File: config.mk
export PLATFORM = sky130hd
export DESIGN_NAME = aer_event_builder
export DESIGN_NICKNAME = d
export VERILOG_FILES = /design/src/rtl/dvs_ravens_pkg.sv /design/src/rtl/sync_fifo.sv /design/src/rtl/aer_event_builder.sv
export SDC_FILE = /design/constraint.sdc
export NUM_CORES = 1
export LEC_CHECK = 0
export BUFFER_PORTS_ARGS = -buffer_cell sky130_fd_sc_hd__buf_2
export CORE_MARGIN = 3
export CORE_UTILIZATION = 35
export CTS_CLUSTER_DIAMETER = 60
export DETAILED_ROUTE_END_ITERATION = 12
export PLACE_DENSITY = 0.52
export SLEW_MARGIN = 10
export SYNTH_ARGS = -nofsm -noshare
export SYNTH_HDL_FRONTEND = slang
export SYNTH_SLANG_ARGS = --single-unit
File: constraint.sdc
create_clock -name clk -period 6.7 [get_ports clk]
set_input_delay 0.67 -clock clk [delete_from_list [all_inputs] [get_ports clk]]
set_output_delay 0.67 -clock clk [all_outputs]
set_load 0.005 [all_outputs]
File: src/rtl/dvs_ravens_pkg.sv
// dvs_ravens_pkg: shared widths, event layout and row-state type for the AER event path
package dvs_ravens_pkg;
    localparam int AER_W   = 10;
    localparam int COORD_W = 9;
    localparam int TS_W    = 13;
    localparam int EVT_W   = 32;

    typedef struct packed {
        logic [TS_W-1:0]    ts;
        logic [COORD_W-1:0] y;
        logic [COORD_W-1:0] x;
        logic               pol;
    } evt_t;

    typedef enum logic [0:0] {
        NO_ROW   = 1'b0,
        HAVE_ROW = 1'b1
    } row_state_e;
endpackage

File: src/rtl/sync_fifo.sv
// sync_fifo: single-clock FIFO; a push while full is accepted only alongside a pop
module sync_fifo #(
    parameter int WIDTH = 32,
    parameter int DEPTH = 8
) (
    input  logic                     clk,
    input  logic                     rst_n,
    input  logic                     push_i,
    input  logic                     pop_i,
    input  logic [WIDTH-1:0]         din_i,
    output logic [WIDTH-1:0]         dout_o,
    output logic                     full_o,
    output logic                     empty_o,
    output logic [$clog2(DEPTH):0]   count_o
);
    localparam int AW = $clog2(DEPTH);

    logic [WIDTH-1:0] mem_q [DEPTH];
    logic [AW-1:0]    wr_q, rd_q;
    logic [AW:0]      count_q;
    logic             do_push, do_pop;

    assign empty_o = count_q == '0;
    assign full_o  = count_q == (AW+1)'(DEPTH);
    assign do_pop  = pop_i && !empty_o;
    assign do_push = push_i && (!full_o || do_pop);
    assign count_o = count_q;
    assign dout_o  = empty_o ? '0 : mem_q[rd_q];

    always_ff @(posedge clk or negedge rst_n) begin
        if (!rst_n) begin
            wr_q    <= '0;
            rd_q    <= '0;
            count_q <= '0;
        end else begin
            if (do_push) wr_q <= wr_q + 1'b1;
            if (do_pop) rd_q <= rd_q + 1'b1;
            count_q <= count_q + (AW+1)'(do_push) - (AW+1)'(do_pop);
        end
    end

    always_ff @(posedge clk) begin
        if (do_push) mem_q[wr_q] <= din_i;
    end
endmodule

File: src/rtl/aer_event_builder.sv
// aer_event_builder: pairs AER row/column words into timestamped events and buffers them
module aer_event_builder
    import dvs_ravens_pkg::*;
#(
    parameter int FIFO_DEPTH  = 8,
    parameter int TS_PRESCALE = 100
) (
    input  logic                          clk,
    input  logic                          rst_n,
    input  logic                          word_valid,
    input  logic [AER_W-1:0]              word_data,
    input  logic                          word_xsel,
    output logic [EVT_W-1:0]              evt_data,
    output logic                          evt_valid,
    input  logic                          evt_ready,
    output logic [$clog2(FIFO_DEPTH):0]   fifo_count,
    input  logic                          clr_flags,
    output logic                          overflow,
    output logic [7:0]                    orphan_cnt,
    output logic [7:0]                    drop_cnt
);
    localparam int PW = TS_PRESCALE > 1 ? $clog2(TS_PRESCALE) : 1;

    row_state_e         state_q, state_d;
    logic [COORD_W-1:0] y_q, y_d;
    logic [PW-1:0]      pre_q, pre_d;
    logic [TS_W-1:0]    ts_q, ts_d;
    logic               overflow_q, overflow_d;
    logic [7:0]         orphan_q, orphan_d, drop_q, drop_d;
    logic               is_y, is_x, evt_push, orphan, drop, ts_tick, fifo_full, fifo_empty;
    evt_t               evt;

    assign is_y     = word_valid && !word_xsel;
    assign is_x     = word_valid && word_xsel;
    assign evt_push = is_x && state_q == HAVE_ROW;
    assign orphan   = is_x && state_q == NO_ROW;
    // full implies non-empty, so a ready downstream frees a slot this same edge
    assign drop     = evt_push && fifo_full && !evt_ready;
    assign ts_tick  = pre_q == PW'(TS_PRESCALE - 1);
    assign evt      = '{ts: ts_q, y: y_q, x: word_data[AER_W-1:1], pol: word_data[0]};

    always_comb begin
        state_d    = is_y ? HAVE_ROW : state_q;
        y_d        = is_y ? word_data[COORD_W-1:0] : y_q;
        pre_d      = ts_tick ? '0 : pre_q + 1'b1;
        ts_d       = ts_tick ? ts_q + 1'b1 : ts_q;
        overflow_d = !clr_flags && (overflow_q || drop);
        orphan_d   = clr_flags ? '0 : orphan_q + 8'(orphan && orphan_q != 8'hFF);
        drop_d     = clr_flags ? '0 : drop_q + 8'(drop && drop_q != 8'hFF);
    end

    always_ff @(posedge clk or negedge rst_n) begin
        if (!rst_n) begin
            state_q    <= NO_ROW;
            y_q        <= '0;
            pre_q      <= '0;
            ts_q       <= '0;
            overflow_q <= 1'b0;
            orphan_q   <= '0;
            drop_q     <= '0;
        end else begin
            state_q    <= state_d;
            y_q        <= y_d;
            pre_q      <= pre_d;
            ts_q       <= ts_d;
            overflow_q <= overflow_d;
            orphan_q   <= orphan_d;
            drop_q     <= drop_d;
        end
    end

    sync_fifo #(
        .WIDTH(EVT_W),
        .DEPTH(FIFO_DEPTH)
    ) u_fifo (
        .clk    (clk),
        .rst_n  (rst_n),
        .push_i (evt_push),
        .pop_i  (evt_ready),
        .din_i  (evt),
        .dout_o (evt_data),
        .full_o (fifo_full),
        .empty_o(fifo_empty),
        .count_o(fifo_count)
    );

    assign evt_valid  = !fifo_empty;
    assign overflow   = overflow_q;
    assign orphan_cnt = orphan_q;
    assign drop_cnt   = drop_q;
endmodule

# Word level (Yosys, flattened, before mapping)
# Memories as Yosys holds them, arrays and structs flattened.
# Index checks and enable logic that the tools add are counted.
# classes
addsub	8
n_eq_ne	4
mux	6
bitwise	1
reduce_logical	19
# ops
cell	n
$mux W32	1
$add A8 B1 Y8	2
$mux W8	2
$ne A8 B8 Y1 const B	2
$add A13 B1 Y13 const B	1
$logic_and A1 B1 Y1	11
$add A7 B1 Y7 const B	1
$eq A7 B7 Y1 const B	1
$mux W7	1
$add A3 B1 Y3 const B	2
$logic_not A1 Y1	5
$add A4 B1 Y4	1
$eq A4 B4 Y1 const B	1
$logic_not A4 Y1	1
$sub A4 B1 Y4	1
$logic_or A1 B1 Y1	2
$mux W1	2
$not A1 Y1	1
# totals
register_bits	57
mem_bits_rw	256
elab_cells	49
memories	1
# memory_table
memory	words	word_bits	rd	rd_clocked_by_memory_dff	write_ports	line_no	text
u_fifo.mem_q	8	32	1	0	1	sync_fifo.sv:18	logic [WIDTH-1:0] mem_q [DEPTH];

# Longest topological paths before layout
# Gate-level depths: netlist of the first run.
# depth
depth_word	7
mapped_depth	11
mapped_depth_nobuf	11

# Cells and area by module
# Synthesis of the first run repeated with hierarchy kept, for this count alone.
# hier_totals
hier_cells	606
hier_area_um2	12234.2
# by_module_without_submodules
module	n_inst	cells_each	area_each_um2	seq_area_each_um2
sync_fifo	1	433	10193.5	7937.6
aer_event_builder	1	173	2040.7	1176.1

# Worst setup path after synthesis of the first run
# No wires, ideal clock.
# synth_timing
path_type	reg-to-reg
start	register u_fifo.count_q[2] (netlist: u_fifo.count_o[2])
end	memory u_fifo.mem_q[1][0], enable pin
t_arrival_ns	3.523
required_ns	6.239
setup_slack_ns	2.716
stages_incl_launch_ff	7
path_buffers	0
synth_period_minus_slack_ns	3.984
cell_sequence	dfrtp_1 inv_1 ha_1 nand2b_1 a31oi_1 nand2_1 nor3_1
# synth_via
elab_chain_len	7
elab_cells_between_ends	9
# synth_lines
element	line_no	text
start: declaration	sync_fifo.sv:20	logic [AW:0] count_q;
start signal: assignment	sync_fifo.sv:38	count_q <= count_q + (AW+1)'(do_push) - (AW+1)'(do_pop);
$logic_not A4 Y1	sync_fifo.sv:23	assign empty_o = count_q == '0;
$logic_not A1 Y1	sync_fifo.sv:25	assign do_pop = pop_i && !empty_o;
$logic_and A1 B1 Y1	sync_fifo.sv:25	
$logic_or A1 B1 Y1 (*)	sync_fifo.sv:26	assign do_push = push_i && (!full_o || do_pop);
$logic_and A1 B1 Y1 (*)	sync_fifo.sv:26	
net u_fifo.do_push	sync_fifo.sv:21	logic do_push, do_pop;
$mux W1 (*)	sync_fifo.sv:43	if (do_push) mem_q[wr_q] <= din_i;
$mux W1 (not written as such) (*)	sync_fifo.sv:43	
end: declaration	sync_fifo.sv:18	
# The timed path passes the listed nets; every way through them passes the cells marked *.

# Worst setup path after layout of the first run
# layout_timing
start	register u_fifo.rd_q[1]
end	output port evt_data[12]
# layout_via
elab_chain_len	2
# layout_lines
element	line_no	text
start: declaration	sync_fifo.sv:19	logic [AW-1:0] wr_q, rd_q;
start signal: assignment	sync_fifo.sv:37	if (do_pop) rd_q <= rd_q + 1'b1;
$mem_v2 Z8 W32	n/a	
$mux W32	sync_fifo.sv:28	assign dout_o = empty_o ? '0 : mem_q[rd_q];
end: declaration	aer_event_builder.sv:13	output logic [EVT_W-1:0] evt_data,
# No other way between the ends.

==> run metrics, run 1 <==
most repeated cell in the gate-level netlist after synthesis=sky130_fd_sc_hd__edfxtp_1; Slew headroom=a little under a fifth; CTS tree=done; delay contributed by the slowest stage of the critical path=1.08 ns; cells along the critical path=buf_12 -> mux2i_1 -> a22oi_1 -> and3_1 -> buf_2; number of nets in the synthesized netlist=811; final setup violating endpoints=0; total clock buffers created by CTS=35; instance count of the mapped netlist=around 800; number of synthesized register bits=between 300 and 400; post-synth top area share=a little over 60%; switching power=approximately 1800 uW; total of buffers placed on input and output ports=69; CTS clock-pin slew for the worst setup and hold paths=about 0.06 ns; initial antenna violation count=0; layout cells sized above 1=17.5%; antenna-violating nets left=0; Area contributors post-synth=sky130_fd_sc_hd__edfxtp_1, sky130_fd_sc_hd__dfrtp_1, sky130_fd_sc_hd__mux2i_1, sky130_fd_sc_hd__and3_1, sky130_fd_sc_hd__nor2b_1; post-route clock period utilization=~55%; horizontal die dimension=195 um; synth cell count leaders=sky130_fd_sc_hd__edfxtp_1, sky130_fd_sc_hd__mux2i_1, sky130_fd_sc_hd__dfrtp_1, sky130_fd_sc_hd__and3_1, sky130_fd_sc_hd__nor2b_1; routed length per instance=approximately 20 um; Yosys warning count=0; P_int=between 3000 and 4000 uW; initial core utilization=35.9%; final weighted congestion of routability-driven global placement=a little under 0.7; routed wire length=26,900 um; count of buffers added by post-CTS timing repair for setup=0; sequential-to-total area share from yosys stat=between 70 and 80%; proportion of power drawn by the clock network=a little under a third; hold bufs inserted after CTS=0; total die area=38,100 um^2; cell area after technology mapping=approximately 13,000 um^2; row count=roughly 70; DRC violation count after routing=0; count of flip-flops with a built-in enable after synthesis=roughly 260; Critical Setup Path Class=reg2out; final-layout setup total negative slack=0 ns; Worst Path Arrival=3.01 ns; required time at the endpoint of the critical path=6.03 ns; portion of total power attributed to sequential cells=42.3%; HPWL Detailed=roughly 15,000 um; Pleak=0.00547 uW; Global Route Usage Sum=approximately 14%; main flop type after synthesis=sky130_fd_sc_hd__edfxtp_1; layout net count=about 890; H-Tree Level Count=2; combined buffer and inverter count along the critical path=2; # Max-Cap Violations=0; power density over cell area=396 nW/um^2; setup repair after global routing missed its margin=no; outcome=completed; proportion of register bits with asynchronous set or reset after synthesis=18.2%; share of total power consumed by net switching=between 30% and 40%; area leader, netlist=sky130_fd_sc_hd__edfxtp_1; area of the core=roughly 35,000 um^2; Max Root-Sink Buffers=3; maximum VDD drop=approximately 260 uV; buffer cell driving the clock tree root=sky130_fd_sc_hd__clkbuf_16; cell family with most CP delay=flip-flops; Period minus WS final=3.68 ns; number of top-level design ports=70; insertion delay of the later-clocked pin in the worst-skew pair=0.50 ns; Syn-to-layout area delta=15.9%; DIE HEIGHT=about 200 um; post-cts gate resize count=0; filler-free cell count of the finished design=~1,300; part of the power in combinational logic=a little over a quarter; number of diodes added for antenna fixing=0; mean area per synthesized cell=16.1 um^2; endpoint type of the worst setup path=output port; footprint of the multi-input gates=about 3300 um^2; total clock sinks=about 310; grt ovf=0; clock skew after layout=between 0.01 and 0.015 ns; type of origin of the critical path=flip-flop; first-pass GRT wire length=approximately 41,000 um; overall via count from detail_route=6,648; number of global-route vias before repair=~6,800; unique cell type count in the Yosys netlist=38; first drt pass iteration count=6; largest driver fanout on the critical path=93; Fin. Hold Viols=0; average via count per standard cell=about 5; Pins Over Slew Limit=0; largest net degree at the start of global routing=94; area occupied by registers=~9100 um^2; First DRT Iteration DRCs=270; total instance count after detailed placement=about 1,300; fmax=272 MHz; type of the worst min-delay path=in2async; master of the slowest instance on the critical path=sky130_fd_sc_hd__dfrtp_4; Layout fillers=3,174; slew at the pin closest to its max-slew limit=~1.2 ns
-- power by group through the flow --
stage	logic (uW)	clock network, uW	registers, uW
CTS	1580	1840	2440
global route	1710	1910	2460
global placement	1560	0	2470
detailed placement	1580	0	2480
floorplan	1050	0	2360
finish	1530	1790	2430
-- stage by stage --
step,area [um^2],worst slack (ns),hold WS (ns),total power [uW],util (%)
floorplan,12500,2.72,0.374,3410,-
global placement,13400,3.41,0.448,4030,38.3
detailed placement,13400,3.44,0.454,4050,38.4
CTS,14500,2.96,0.366,5860,41.5
global route,14500,2.76,0.396,6070,41.6
finish,14500,3.02,0.326,5760,41.6
-- cells in the final DEF (no fill, tap or decap), drive strengths merged, types with 2 or more instances in the layout --
cell	instances
edfxtp	256
mux2i	96
buf	79
dfrtp	57
clkbuf	56
and3	39
nor2b	39
a21oi	36
a22oi	32
a211oi	32
nor2	23
xor2	17
xnor2	16
nand3	15
ha	14
nand2	13
mux2	12
inv	10
nor3	5
clkinv	5
nand2b	4
and4	4
nand4	4
a31oi	3
clkinvlp	2
or2	2
-- flip-flops by register name, indices dropped and copies added, names as in the netlist --
signal / flops
state_q: 1
u_fifo.rd_q: 3
pre_q: 7
u_fifo.mem_q: 256
u_fifo.count_o: 4
ts_q: 13
drop_cnt: 8
orphan_cnt: 8
overflow: 1
y_q: 9
u_fifo.wr_q: 3
-- metal layers --
layer	wire, um	up-vias	GRT usage, %
li1	-	3128	-
met1	12700	3366	19.8
met2	12800	124	22.6
met3	1060	30	2.40
met4	391	0	3.41
met5	0	-	0
-- area by class of cell --
class | count | share of cell area [%]
Clock buffer | 56 | 7.20
Clock inverter | 7 | 0.250
Sequential cell | 313 | 62.7
Tap cell | 455 | 3.92
Inverter | 10 | 0.258
Multi-Input combinational cell | 416 | 22.5
Timing Repair Buffer | 79 | 3.20
-- cells by family (layout without fill, tap and decap cells) --
family | after synthesis | after routing | share of synthesized area (%)
DFF | 313 | 313 | 72.7
and+or+nand+nor | 154 | 154 | 7.28
muxes | 108 | 108 | 8.74
AOI/OAI and AO/OA | 106 | 106 | 5.59
buffers and inverters | 51 | 152 | 1.85
xor gates and xnor gates | 33 | 33 | 2.30
adders and majority gates | 15 | 15 | 1.56
-- final timing paths --
check                                            start                       endpoint  slack, ns  cells after the start
setup / recovery            u_fifo.rd_q[1]$_DFFE_PN0N_                   evt_data[12]       3.02                      5
hold / removal                                   rst_n             pre_q[1]$_DFF_PN0_       0.33                      2
setup reg to reg           u_fifo.count_o[2]$_DFF_PN0_  u_fifo.mem_q[5][12]$_DFFE_PP_       3.66                      6
hold reg to reg                     pre_q[0]$_DFF_PN0_             pre_q[0]$_DFF_PN0_       0.46                      1
max in group asynchronous                        rst_n     u_fifo.rd_q[1]$_DFFE_PN0N_       5.71                      2
min in group clk                    pre_q[0]$_DFF_PN0_             pre_q[0]$_DFF_PN0_       0.46                      1
-- worst reg2reg max path, stage by stage (launching register included) --
cell                       delay, ns
sky130_fd_sc_hd__dfrtp_1        0.33
sky130_fd_sc_hd__inv_1          0.07
sky130_fd_sc_hd__ha_1           0.21
sky130_fd_sc_hd__nand2b_1       0.14
sky130_fd_sc_hd__a31oi_1        0.50
sky130_fd_sc_hd__nand2_1        0.38
sky130_fd_sc_hd__nor2_4         1.01
No activity file was read; power rests on OpenSTA's default activity.
==> run 2, diff against run 1 <==
ABC_AREA = 1   (was default)
PLACE_DENSITY = 0.53   (was 0.52)
clock period = 3 ns   (was 6.7 ns; I/O delays follow)
==> run 2 against run 1 <==
Area after synthesis grew 6.7%. Synthesized cell count grew 67%. Worst hold slack lost 0.24 ns. Via count grew 32%. Setup slack lost 2.7 ns. Die area grew 6.5%. Clock-buffer cell count shrank 5. Power grew 140%. Routed wire length grew 12%. Clock power grew 140%. Largest cell class unchanged. Largest power group unchanged.
==> run metrics, run 2 <==
outcome=completed; Hold Path Origin=word_data[9]; endpoint type of the worst setup path=output port; top register by number of flip-flops=u_fifo.mem_q; layout net count=1,409 (+59%); setup repair after global routing missed its margin=no; final setup violating endpoints=0 (unchanged); Yosys warning count=0 (unchanged); routed wire length=30,200 um (+12%); number of synthesized register bits=313 (unchanged); total die area=40,600 um^2 (+6.5%); sequential-to-total area share from yosys stat=68.1% (-4.6 points); area leader, netlist=sky130_fd_sc_hd__edfxtp_1; DIE HEIGHT=202 um (+3.2%); post-route clock period utilization=between 80% and 90%; row count=70 (+2.9%); most common library cell in the layout ignoring fill and taps=sky130_fd_sc_hd__nor2_1; area of the core=37,100 um^2 (+6.2%); count of flip-flops with a built-in enable after synthesis=256 (unchanged); largest registers in the final layout=u_fifo.mem_q: 256 flops, ts_q: 13 flops, y_q: 9 flops; proportion of register bits with asynchronous set or reset after synthesis=18.2% (unchanged); largest net degree at the start of global routing=75 (-20%); clock skew after layout=0.0133 ns (-0.000774 ns); Syn-to-layout area delta=16.8%; hold bufs inserted after CTS=1 (+1); total of buffers placed on input and output ports=69 (unchanged); Hold Path Depth=1; power density over cell area=886 nW/um^2 (+120%); unique cell type count in the Yosys netlist=25 (-34%); main flop type after synthesis=sky130_fd_sc_hd__edfxtp_1; number of flip-flops in the largest register=256 (unchanged); DRC violation count after routing=0 (unchanged); First DRT Iteration DRCs=481 (+78%); final core utilization=42.1% (+0.53 points); total power consumption of the routed design=13,800 uW (+140%); number of global-route vias before repair=8,582 (+26%); Slew headroom=28.6% (+9.6 points); cell area after technology mapping=13,400 um^2 (+6.7%); most repeated cell in the gate-level netlist after synthesis=sky130_fd_sc_hd__nor2_1; synth cell count leaders=sky130_fd_sc_hd__nor2_1, sky130_fd_sc_hd__nand2_1, sky130_fd_sc_hd__edfxtp_1, sky130_fd_sc_hd__inv_1, sky130_fd_sc_hd__o21ai_0; number of diodes added for antenna fixing=0 (unchanged); slew at the pin closest to its max-slew limit=1.07 ns (-0.141 ns); Pins Over Slew Limit=0 (unchanged); type of the worst min-delay path=in2reg; count of buffers added by post-CTS timing repair for setup=0 (unchanged); Pleak=0.00641 uW (+17%); total instance count after detailed placement=1,843 (+45%); Fin. Hold Viols=0 (unchanged); number of top-level design ports=70 (unchanged); grt ovf=0 (unchanged); instance count of the mapped netlist=1,300 (+67%); first-pass GRT wire length=48,200 um (+16%); overall via count from detail_route=8,774 (+32%); # Max-Cap Violations=0 (unchanged); total clock buffers created by CTS=36 (+2.9%); CTS clock-pin slew for the worst setup and hold paths=0.06 ns (about the same); routed length per instance=15.8 um (-21%); Worst R2R Path Depth=11 (+5); largest driver fanout on the critical path=41 (-56%); Worst Path Arrival=2.35 ns (-0.66 ns); CTS tree=done; insertion delay of the later-clocked pin in the worst-skew pair=0.52 ns (+0.02 ns); Critical Setup Path Class=reg2out; average via count per standard cell=4.59 (-7.7%); Period minus WS final=2.65 ns; initial core utilization=36.0% (+0.18 points); Global Route Usage Sum=14.9% (+0.97 points); number of nets in the synthesized netlist=1,331 (+64%); filler-free cell count of the finished design=1,910 (+43%); horizontal die dimension=202 um (+3.2%); total clock sinks=313 (unchanged); required time at the endpoint of the critical path=2.70 ns (-3.33 ns); post-synth top area share=57.4% (-3.9 points); first drt pass iteration count=5 (-1); Worst setup startpoint=u_fifo.rd_q[2]$_DFFE_PN0N_; post-cts gate resize count=0 (unchanged); fmax=~380 MHz; buffer cell driving the clock tree root=sky130_fd_sc_hd__clkbuf_16; Layout fillers=3,571 (+13%); Max Root-Sink Buffers=3 (unchanged); type of origin of the critical path=flip-flop; HPWL Detailed=16,900 um (+13%); antenna-violating nets left=0 (unchanged); commonest cells after routing, fill and taps aside=sky130_fd_sc_hd__nor2_1, sky130_fd_sc_hd__nand2_1, sky130_fd_sc_hd__edfxtp_1, sky130_fd_sc_hd__inv_1, sky130_fd_sc_hd__o21ai_0; Area contributors post-synth=sky130_fd_sc_hd__edfxtp_1, sky130_fd_sc_hd__dfrtp_1, sky130_fd_sc_hd__nor2_1, sky130_fd_sc_hd__nand2_1, sky130_fd_sc_hd__inv_1; layout cells sized above 1=12.2% (-5.3 points); final weighted congestion of routability-driven global placement=0.786 (+16%); H-Tree Level Count=2 (unchanged); maximum VDD drop=427 uV (+62%); mean area per synthesized cell=10.3 um^2 (-36%); initial antenna violation count=0 (unchanged); final-layout setup total negative slack=0 ns (unchanged); Worst R2R Start=u_fifo.count_o[2]$_DFF_PN0_
==> run 2: critical path, stage by stage (launching register included) <==
cell	delay (ns)
sky130_fd_sc_hd__dfrtp_2	1.07
sky130_fd_sc_hd__buf_4	0.36
sky130_fd_sc_hd__nor2_1	0.07
sky130_fd_sc_hd__nor2_1	0.16
sky130_fd_sc_hd__buf_2	0.16
==> run 2: worst paths after layout <==
| kind | end | slack [ns] |
|---|---|---|
| min in group asynchronous | u_fifo.wr_q[1]$_DFFE_PN0P_ | 0.30 |
| hold / removal | u_fifo.mem_q[1][9]$_DFFE_PP_ | 0.08 |
| setup / recovery | evt_data[10] | 0.35 |
| hold reg to reg | pre_q[0]$_DFF_PN0_ | 0.46 |
| setup reg to reg | u_fifo.count_o[1]$_DFF_PN0_ | 0.78 |
| max in group asynchronous | orphan_cnt[4]$_DFF_PN0_ | 2.00 |
==> run 2: report_power, final <==
group	internal, uW	switching (uW)
clock	2540	1700
sequential	5040	316
combinational	1540	2710
==> run 2: final cells by class <==
type | count | area, um^2 | share of cell area (%)
Sequential cell | 313 | 9120 | 58.3
Multi-Input combinational cell | 822 | 3640 | 23.3
Clock buffer | 51 | 1010 | 6.45
Timing Repair Buffer | 94 | 673 | 4.31
Tap cell | 504 | 631 | 4.03
Inverter | 111 | 417 | 2.67
Clock inverter | 15 | 144 | 0.920
==> run 2: metrics by stage <==
step | worst slack (ns) | instance area [um^2] | hold WS, ns
floorplan | 0.0439 | 13400 | 0.00441
global placement | 0.831 | 14500 | 0.325
detailed placement | 0.771 | 14500 | 0.330
CTS | 0.319 | 15600 | 0.0541
global route | 0.186 | 15600 | 0.0672
finish | 0.347 | 15600 | 0.0810
==> run 2: routing by layer <==
metal  global-route usage, %  share of wire, %  up-vias
met5                       0                 0        -
met1                    20.8                48     4158
met4                    4.31               2.2        0
li1                        -                 -     4397
met2                    24.2                46      176
met3                    2.49               4.2       43
==> run 2: cells by family (layout without fill, tap and decap cells) <==
family / count (synthesis) / after routing / share of synthesized area [%]
AOI/OAI and AO/OA: 88 / 88 / 3.35
xor gates and xnor gates: 12 / 12 / 0.785
adders and majority gates: 15 / 15 / 1.46
buffers and inverters: 165 / 271 / 5.15
DFF: 313 / 313 / 68.1
muxes: 9 / 9 / 0.757
and+or+nand+nor: 698 / 698 / 20.4
